$ cat config.mk
export PLATFORM = sky130hd
export DESIGN_NAME = dp_seq
export DESIGN_NICKNAME = d
export VERILOG_FILES = /design/src/rtl/dp_seq.sv
export SDC_FILE = /design/constraint.sdc
export NUM_CORES = 1
export LEC_CHECK = 0
export CORE_MARGIN = 2
export CORE_UTILIZATION = 40
export DETAILED_ROUTE_END_ITERATION = 8
export PLACE_DENSITY_LB_ADDON = 0.1
export SLEW_MARGIN = 10
export SYNTH_ARGS = -nofsm -noshare
export SYNTH_HDL_FRONTEND = slang
export SYNTH_SLANG_ARGS = --single-unit
$ cat constraint.sdc
create_clock -name clk -period 11.56 [get_ports clk]
set_input_delay 1.734 -clock clk [delete_from_list [all_inputs] [get_ports clk]]
set_output_delay 1.734 -clock clk [all_outputs]
set_load 0.02 [all_outputs]
$ cat src/rtl/dp_seq.sv
// Self-sequencing datapath: register file, A/B/C pipeline registers, B shifter,
// 4-op ALU with {V,N,Z} status and 4-source writeback, run by a command FSM.
module dp_seq #(
  parameter int W    = 16,
  parameter int NREG = 8,
  parameter int AW   = $clog2(NREG),
  parameter int PCW  = 8
) (
  input  logic          clk,
  input  logic          reset_n,
  input  logic          start,
  input  logic [1:0]    alu_op,
  input  logic [1:0]    shift,
  input  logic [AW-1:0] rn,
  input  logic [AW-1:0] rm,
  input  logic [AW-1:0] rd,
  input  logic          zero_a,
  input  logic          use_imm,
  input  logic [W-1:0]  imm,
  input  logic [1:0]    vsel,
  input  logic          write_en,
  input  logic          set_flags,
  input  logic [W-1:0]  mdata,
  input  logic [PCW-1:0] pc,
  output logic          busy,
  output logic          done,
  output logic [W-1:0]  result,
  output logic [2:0]    flags,
  input  logic [AW-1:0] dbg_addr,
  output logic [W-1:0]  dbg_data
);

  typedef enum logic [2:0] {
    S_IDLE,
    S_LOAD_A,
    S_LOAD_B,
    S_EXEC,
    S_WB
  } state_t;

  state_t r_state, w_next;

  logic [1:0]     r_alu_op, r_shift, r_vsel;
  logic [AW-1:0]  r_rn, r_rm, r_rd;
  logic           r_zero_a, r_use_imm, r_write_en, r_set_flags;
  logic [W-1:0]   r_imm, r_mdata;
  logic [PCW-1:0] r_pc;

  logic [W-1:0]   r_regs [NREG];
  logic [W-1:0]   r_a, r_b, r_c;
  logic [2:0]     r_flags;

  logic [W-1:0]   w_ain, w_bsh, w_bin, w_alu, w_wb_data;
  logic           w_v, w_accept;

  assign w_accept = (r_state == S_IDLE) && start;

  always_ff @(posedge clk or negedge reset_n) begin
    if (!reset_n) r_state <= S_IDLE;
    else          r_state <= w_next;
  end

  always_comb begin
    w_next = r_state;
    busy   = (r_state != S_IDLE);
    done   = (r_state == S_WB);
    case (r_state)
      S_IDLE:   if (start) w_next = (vsel == 2'b00) ? S_LOAD_A : S_WB;
      S_LOAD_A: w_next = S_LOAD_B;
      S_LOAD_B: w_next = S_EXEC;
      S_EXEC:   w_next = S_WB;
      S_WB:     w_next = S_IDLE;
      default:  w_next = S_IDLE;
    endcase
  end

  always_comb begin
    w_bsh = r_b;
    case (r_shift)
      2'b01:   w_bsh = {r_b[W-2:0], 1'b0};
      2'b10:   w_bsh = {1'b0, r_b[W-1:1]};
      2'b11:   w_bsh = {r_b[W-1], r_b[W-1:1]};
      default: w_bsh = r_b;
    endcase
  end

  assign w_ain = r_zero_a ? '0 : r_a;
  assign w_bin = r_use_imm ? r_imm : w_bsh;

  // Overflow is judged on the operands actually presented to the adder.
  always_comb begin
    w_alu = '0;
    w_v   = 1'b0;
    case (r_alu_op)
      2'b00: begin
        w_alu = w_ain + w_bin;
        w_v   = (w_ain[W-1] == w_bin[W-1]) && (w_alu[W-1] != w_ain[W-1]);
      end
      2'b01: begin
        w_alu = w_ain - w_bin;
        w_v   = (w_ain[W-1] != w_bin[W-1]) && (w_alu[W-1] != w_ain[W-1]);
      end
      2'b10:   w_alu = w_ain & w_bin;
      default: w_alu = ~w_bin;
    endcase
  end

  always_comb begin
    w_wb_data = r_c;
    case (r_vsel)
      2'b01:   w_wb_data = W'(r_pc);
      2'b10:   w_wb_data = r_imm;
      2'b11:   w_wb_data = r_mdata;
      default: w_wb_data = r_c;
    endcase
  end

  always_ff @(posedge clk or negedge reset_n) begin
    if (!reset_n) begin
      r_alu_op    <= '0;
      r_shift     <= '0;
      r_vsel      <= '0;
      r_rn        <= '0;
      r_rm        <= '0;
      r_rd        <= '0;
      r_zero_a    <= 1'b0;
      r_use_imm   <= 1'b0;
      r_write_en  <= 1'b0;
      r_set_flags <= 1'b0;
      r_imm       <= '0;
      r_mdata     <= '0;
      r_pc        <= '0;
      r_a         <= '0;
      r_b         <= '0;
      r_c         <= '0;
      r_flags     <= '0;
      for (int unsigned i = 0; i < NREG; i++) r_regs[i] <= '0;
    end else begin
      if (w_accept) begin
        r_alu_op    <= alu_op;
        r_shift     <= shift;
        r_vsel      <= vsel;
        r_rn        <= rn;
        r_rm        <= rm;
        r_rd        <= rd;
        r_zero_a    <= zero_a;
        r_use_imm   <= use_imm;
        r_write_en  <= write_en;
        r_set_flags <= set_flags;
        r_imm       <= imm;
        r_mdata     <= mdata;
        r_pc        <= pc;
      end
      case (r_state)
        S_LOAD_A: r_a <= r_regs[r_rn];
        S_LOAD_B: r_b <= r_regs[r_rm];
        S_EXEC: begin
          r_c <= w_alu;
          if (r_set_flags) r_flags <= {w_v, w_alu[W-1], (w_alu == '0)};
        end
        S_WB:     if (r_write_en) r_regs[r_rd] <= w_wb_data;
        default: ;
      endcase
    end
  end

  assign result   = r_c;
  assign flags    = r_flags;
  assign dbg_data = r_regs[dbg_addr];

endmodule

== Yosys cells after proc, flatten, opt, wreduce, memory -nomap -nowiden ==
Index checks and enable logic that the tools add are counted.

* Input port bits: 65
* Register bits after elaboration: 241
* Output and inout bits: 37

* Muxes and demuxes: 21
* $add $sub $neg: 2
* Bitwise logic cells: 6
* Magnitude comparators: 5
* Reduce and logical (&&, ||, !) cells: 11
* Equal/unequal tests: 17

{| class="wikitable"
|+ Operators with widths
! operator !! count
|-
| binary-select mux 16 bit (select 3 bit) || 3
|-
| 2-to-1 mux 16 bit || 9
|-
| case mux 16 bit (3 select lines) || 3
|-
| bitwise mux 128 bit || 1
|-
| demux 16 bit (select 3 bit) || 1
|-
| adder 16 bit || 1
|-
| AND 16 bit || 1
|-
| greater-or-equal comparator 4 bit, second input constant || 4
|-
| zero test 16 bit || 1
|-
| inverter 16 bit || 1
|-
| inverter 3 -> 4 bit || 4
|-
| subtractor 16 bit || 1
|-
| case mux 3 bit (4 select lines) || 1
|-
| == test 2 bit, second input constant || 5
|-
| == test 2 x 1 -> 1 bit, second input constant || 3
|-
| == test 3 x 2 -> 1 bit, second input constant || 2
|-
| 2-to-1 mux 3 bit || 2
|-
| logical AND 1 bit || 4
|-
| zero test 2 bit || 2
|-
| < comparator 4 x 1 -> 1 bit, second input constant || 1
|-
| AND reduction 2 bit || 2
|-
| == test 3 x 1 -> 1 bit, second input constant || 1
|-
| == test 3 bit, second input constant || 1
|-
| zero test 3 bit || 1
|-
| 5 further kinds || 7
|}

== Logic depth before layout (Yosys ltp) ==
* Depth after elaboration: 7
* Mapped depth: 17
* Depth with buffers taken out: 15

== Worst setup path before layout ==
No wires, ideal clock.

* Path type: input to output
* Start: input dbg_addr[0]
* End: output dbg_data[0]
* Cell stages on the path: 4
* Slack: 6.455 ns
* Arrival time: 3.371 ns
* Path through: clkbuf_1 buf_1 mux4_2 mux2_2

* Word-level cells in the longest chain between the ends: 4

{| class="wikitable"
|+ RTL lines
! what !! line !! source
|-
| start: declaration || 29 || <nowiki>input logic [AW-1:0] dbg_addr,</nowiki>
|-
| inverter 3 -> 4 bit (not written as such) || 169 || <nowiki>assign dbg_data = r_regs[dbg_addr];</nowiki>
|-
| binary-select mux 16 bit (select 3 bit) || 169 ||
|-
| 2-to-1 mux 16 bit (not written as such) (2 in series) || 169 ||
|-
| end: declaration || 30 || <nowiki>output logic [W-1:0] dbg_data</nowiki>
|}

No other way between the ends. The select of a mux whose other input is x is not followed.

== Worst setup path in the final report ==
* Start: input dbg_addr[1]
* End: output dbg_data[1]

Same word-level chain as after synthesis.

==> flow_summary.ini <==
[outcome]
status = finished clean

[route]
vias_per_cell = 5.75
wl_per_cell_um = 22.5
drtAntennaViolNets = 0
wl_met3_um = 1810
top_layer = met4
num_vias = 10300
drc = 0
met2WireLength_um = 18700
drt-pass1-iter-count = 5
routed_wl_um = 40300
drtIter0Drc = 675
wl_met1_um = 18700

[clock_network]
clk_latency_ps = 580
cts_resized = 0
cts_hold_buf = 0
max-clock-path-buffers = 3
post_cts_buffers = 0
htree_levels = 1
cts_made_buffers = 29
root_buffer = clkbuf_16
clkTransAtPathRegs_ps = 60
cts_sinks = 241
cts_tree = built

[setup_path]
cp-start-kind = input pin
critPathKind = input pin to output pin
critical_path_arrival_ps = 3880
cp_max_fo = 32
critPathCaptureType = output pin
required_ps = 9830
r2r_setup_slack_ps = 6880

[layout]
regArea_mm2 = 0.00604
post-route-util = 0.473
syn2layout_area_growth_pct = 16.8
drive_above_1_share = 0.257
multi_input_area_mm2 = 0.00789
nNetsFinal = 1409
num-fill-cells = 3276

[global_route]
grt_use_total = 0.214
grt_pass1_vias = 10300
grt-ovfl-total = 0
grt_pass1_wl_um = 62800
antenna_found_initial = 0
grt_max_degree = 105

[synthesis]
yosys-mux-area-fraction = 0.314
avgSynthCellArea_um2 = 11.5
synthFlopType = dfrtp_1
synth_edf_count = 0
synthAdderAreaFrac = 0.0306
yosys.area.top_type = dfrtp_1
synth-compound-area-share = 0.109
synth_top_cell_area_share = 0.419
synth_area_mm2 = 0.0144
synthArstFlopShare = 1.00
syn-num-nets = 1345
synth_top_family_by_area = multiplexers
syn_inst = 1246
synth.distinct_cells = 64
ys_ff_latch = 241
synth-simple-area-share = 0.0851
synthTopCellsByArea = dfrtp_1 42%, mux4_2 16%, mux2_2 11%, mux2i_1 3.6%, a21oi_1 3.4%
ys_seq_area_frac = 0.419
synth_xor_area_frac = 0.00731
yosysWarnings = 0

[die]
row_count = 69
dieArea_mm2 = 0.0375
fp.dieW_um = 194
die_h_um = 194
io_pins = 102
initial_core_util = 0.405
core_mm2 = 0.0355

[timing]
period_needed_ps = 5610
slew_violations = 0
rsz0062_at_grt = false
fin_setup_tns_ps = 0
worstMarginPinSlew_ps = 1180
max-slew-margin-rel = 0.213
hold_viol_final = 0
fin_crit_sh = 0.486
finalSetupViolCount = 0
clock.fmax_mhz = 178
finClkSkew_ps = 20.0

[place]
hpwl_um = 26900
port_buffers = 101
gp_congestion = 0.919

[power]
peakVddDrop_v = 0.000205
p_leak_nw = 7.15
power.density_mw_per_mm2 = 334

[min_path]
min_path_type = flip-flop to flip-flop

[run]
max_cap_viol_count = 0
where the power goes:
part	switching, mW	internal (mW)	leakage [nW]	total, mW
logic	1.64	1.42	3.62	3.06
clock network	0.369	0.561	0.470	0.930
registers	0.411	1.21	3.06	1.62
per-layer routing:
metal / GRT usage / up-vias
li1: - / 4776
met1: 0.309 / 5234
met2: 0.340 / 228
met3: 0.0282 / 58
met4: 0.0602 / 0
met5: 0 / -
critical path, stage by stage:
cell             delay [ps]
clkdlybuf4s50_1         450
buf_4                   440
mux4_2                  390
mux2_2                  310
clkdlybuf4s50_1         550
state kept, by name, indices dropped and copies added, names as in the netlist, 2 cells and up:
signal    count
flags         3
r_a          16
r_alu_op      2
r_b          16
r_imm        16
r_mdata      16
r_pc          8
r_rd          3
r_regs      128
r_rm          3
r_rn          3
r_shift       2
r_state       3
r_vsel        2
result       16
final timing paths:
check,cells after the start,start,endpoint
worst min-delay path,2,flags[2],flags[2]
worst min register to register,2,flags[2],flags[2]
max in group asynchronous,3,reset_n,r_imm[12]
worst max register to register,14,r_shift[1],flags[0]
worst max-delay path,5,dbg_addr[1],dbg_data[1]
min in group asynchronous,1,reset_n,r_regs[115]
synth_stat cells (4+ instances only):
| master | count |
|---|---|
| nor2b_1 | 24 |
| buf_2 | 7 |
| mux4_2 | 104 |
| nor3_1 | 16 |
| a21o_1 | 7 |
| xnor2_1 | 8 |
| nand3b_1 | 4 |
| nor3b_1 | 6 |
| mux2_2 | 146 |
| o21bai_1 | 4 |
| nand2_1 | 88 |
| nand4_1 | 6 |
| a211oi_1 | 12 |
| a21oi_1 | 97 |
| mux2i_1 | 51 |
| nor2_1 | 100 |
| nand2b_1 | 6 |
| buf_1 | 17 |
| clkbuf_1 | 68 |
| xor2_1 | 4 |
| a211o_1 | 4 |
| a22oi_1 | 12 |
| dfrtp_1 | 241 |
| a221oi_1 | 6 |
| nand3_1 | 7 |
| ha_1 | 32 |
| a31oi_1 | 6 |
| inv_1 | 31 |
| o21ai_0 | 76 |
layout by cell type (no fill, tap or decap), types with 29 or more instances in the layout:
cell,instances
inv_1,31
nor2_1,98
clkdlybuf4s50_1,99
mux2i_1,51
ha_1,32
dfrtp_1,237
a21oi_1,97
clkbuf_16,29
nand2_1,88
o21ai_0,76
mux2_2,146
mux4_2,104
cell type report:
class / instances / share of cell area
diodes: 1 / 0.000149
clock buffers: 44 / 0.0495
clock inverters: 7 / 0.00767
inverters: 34 / 0.00760
multi-input cells: 878 / 0.470
flip-flops and latches: 241 / 0.359
well taps: 461 / 0.0343
repair buffers: 126 / 0.0714
metrics by stage:
step	instances	power (mW)	area (um2)	hold WS [ps]	setup WS, ps
3_5_place_dp	1740	4.69	15800	484	5940
2_1_floorplan	1246	3.77	14400	475	6460
3_3_place_gp	1740	4.66	15800	478	5960
6_report	1792	5.61	16800	503	5950
4_1_cts	1791	5.65	16800	506	5940
5_1_grt	1791	6.04	16800	515	5890
cell families (layout without fill, tap and decap cells):
group	count (synthesis)	after routing
AOI/OAI and AO/OA	259	259
muxes	302	302
and+or+nand+nor	271	271
buffers and inverters	127	211
other	0	1
DFF	241	241
adders and majority gates	34	34
xor gates and xnor gates	12	12
No activity file was read; power rests on OpenSTA's default activity.
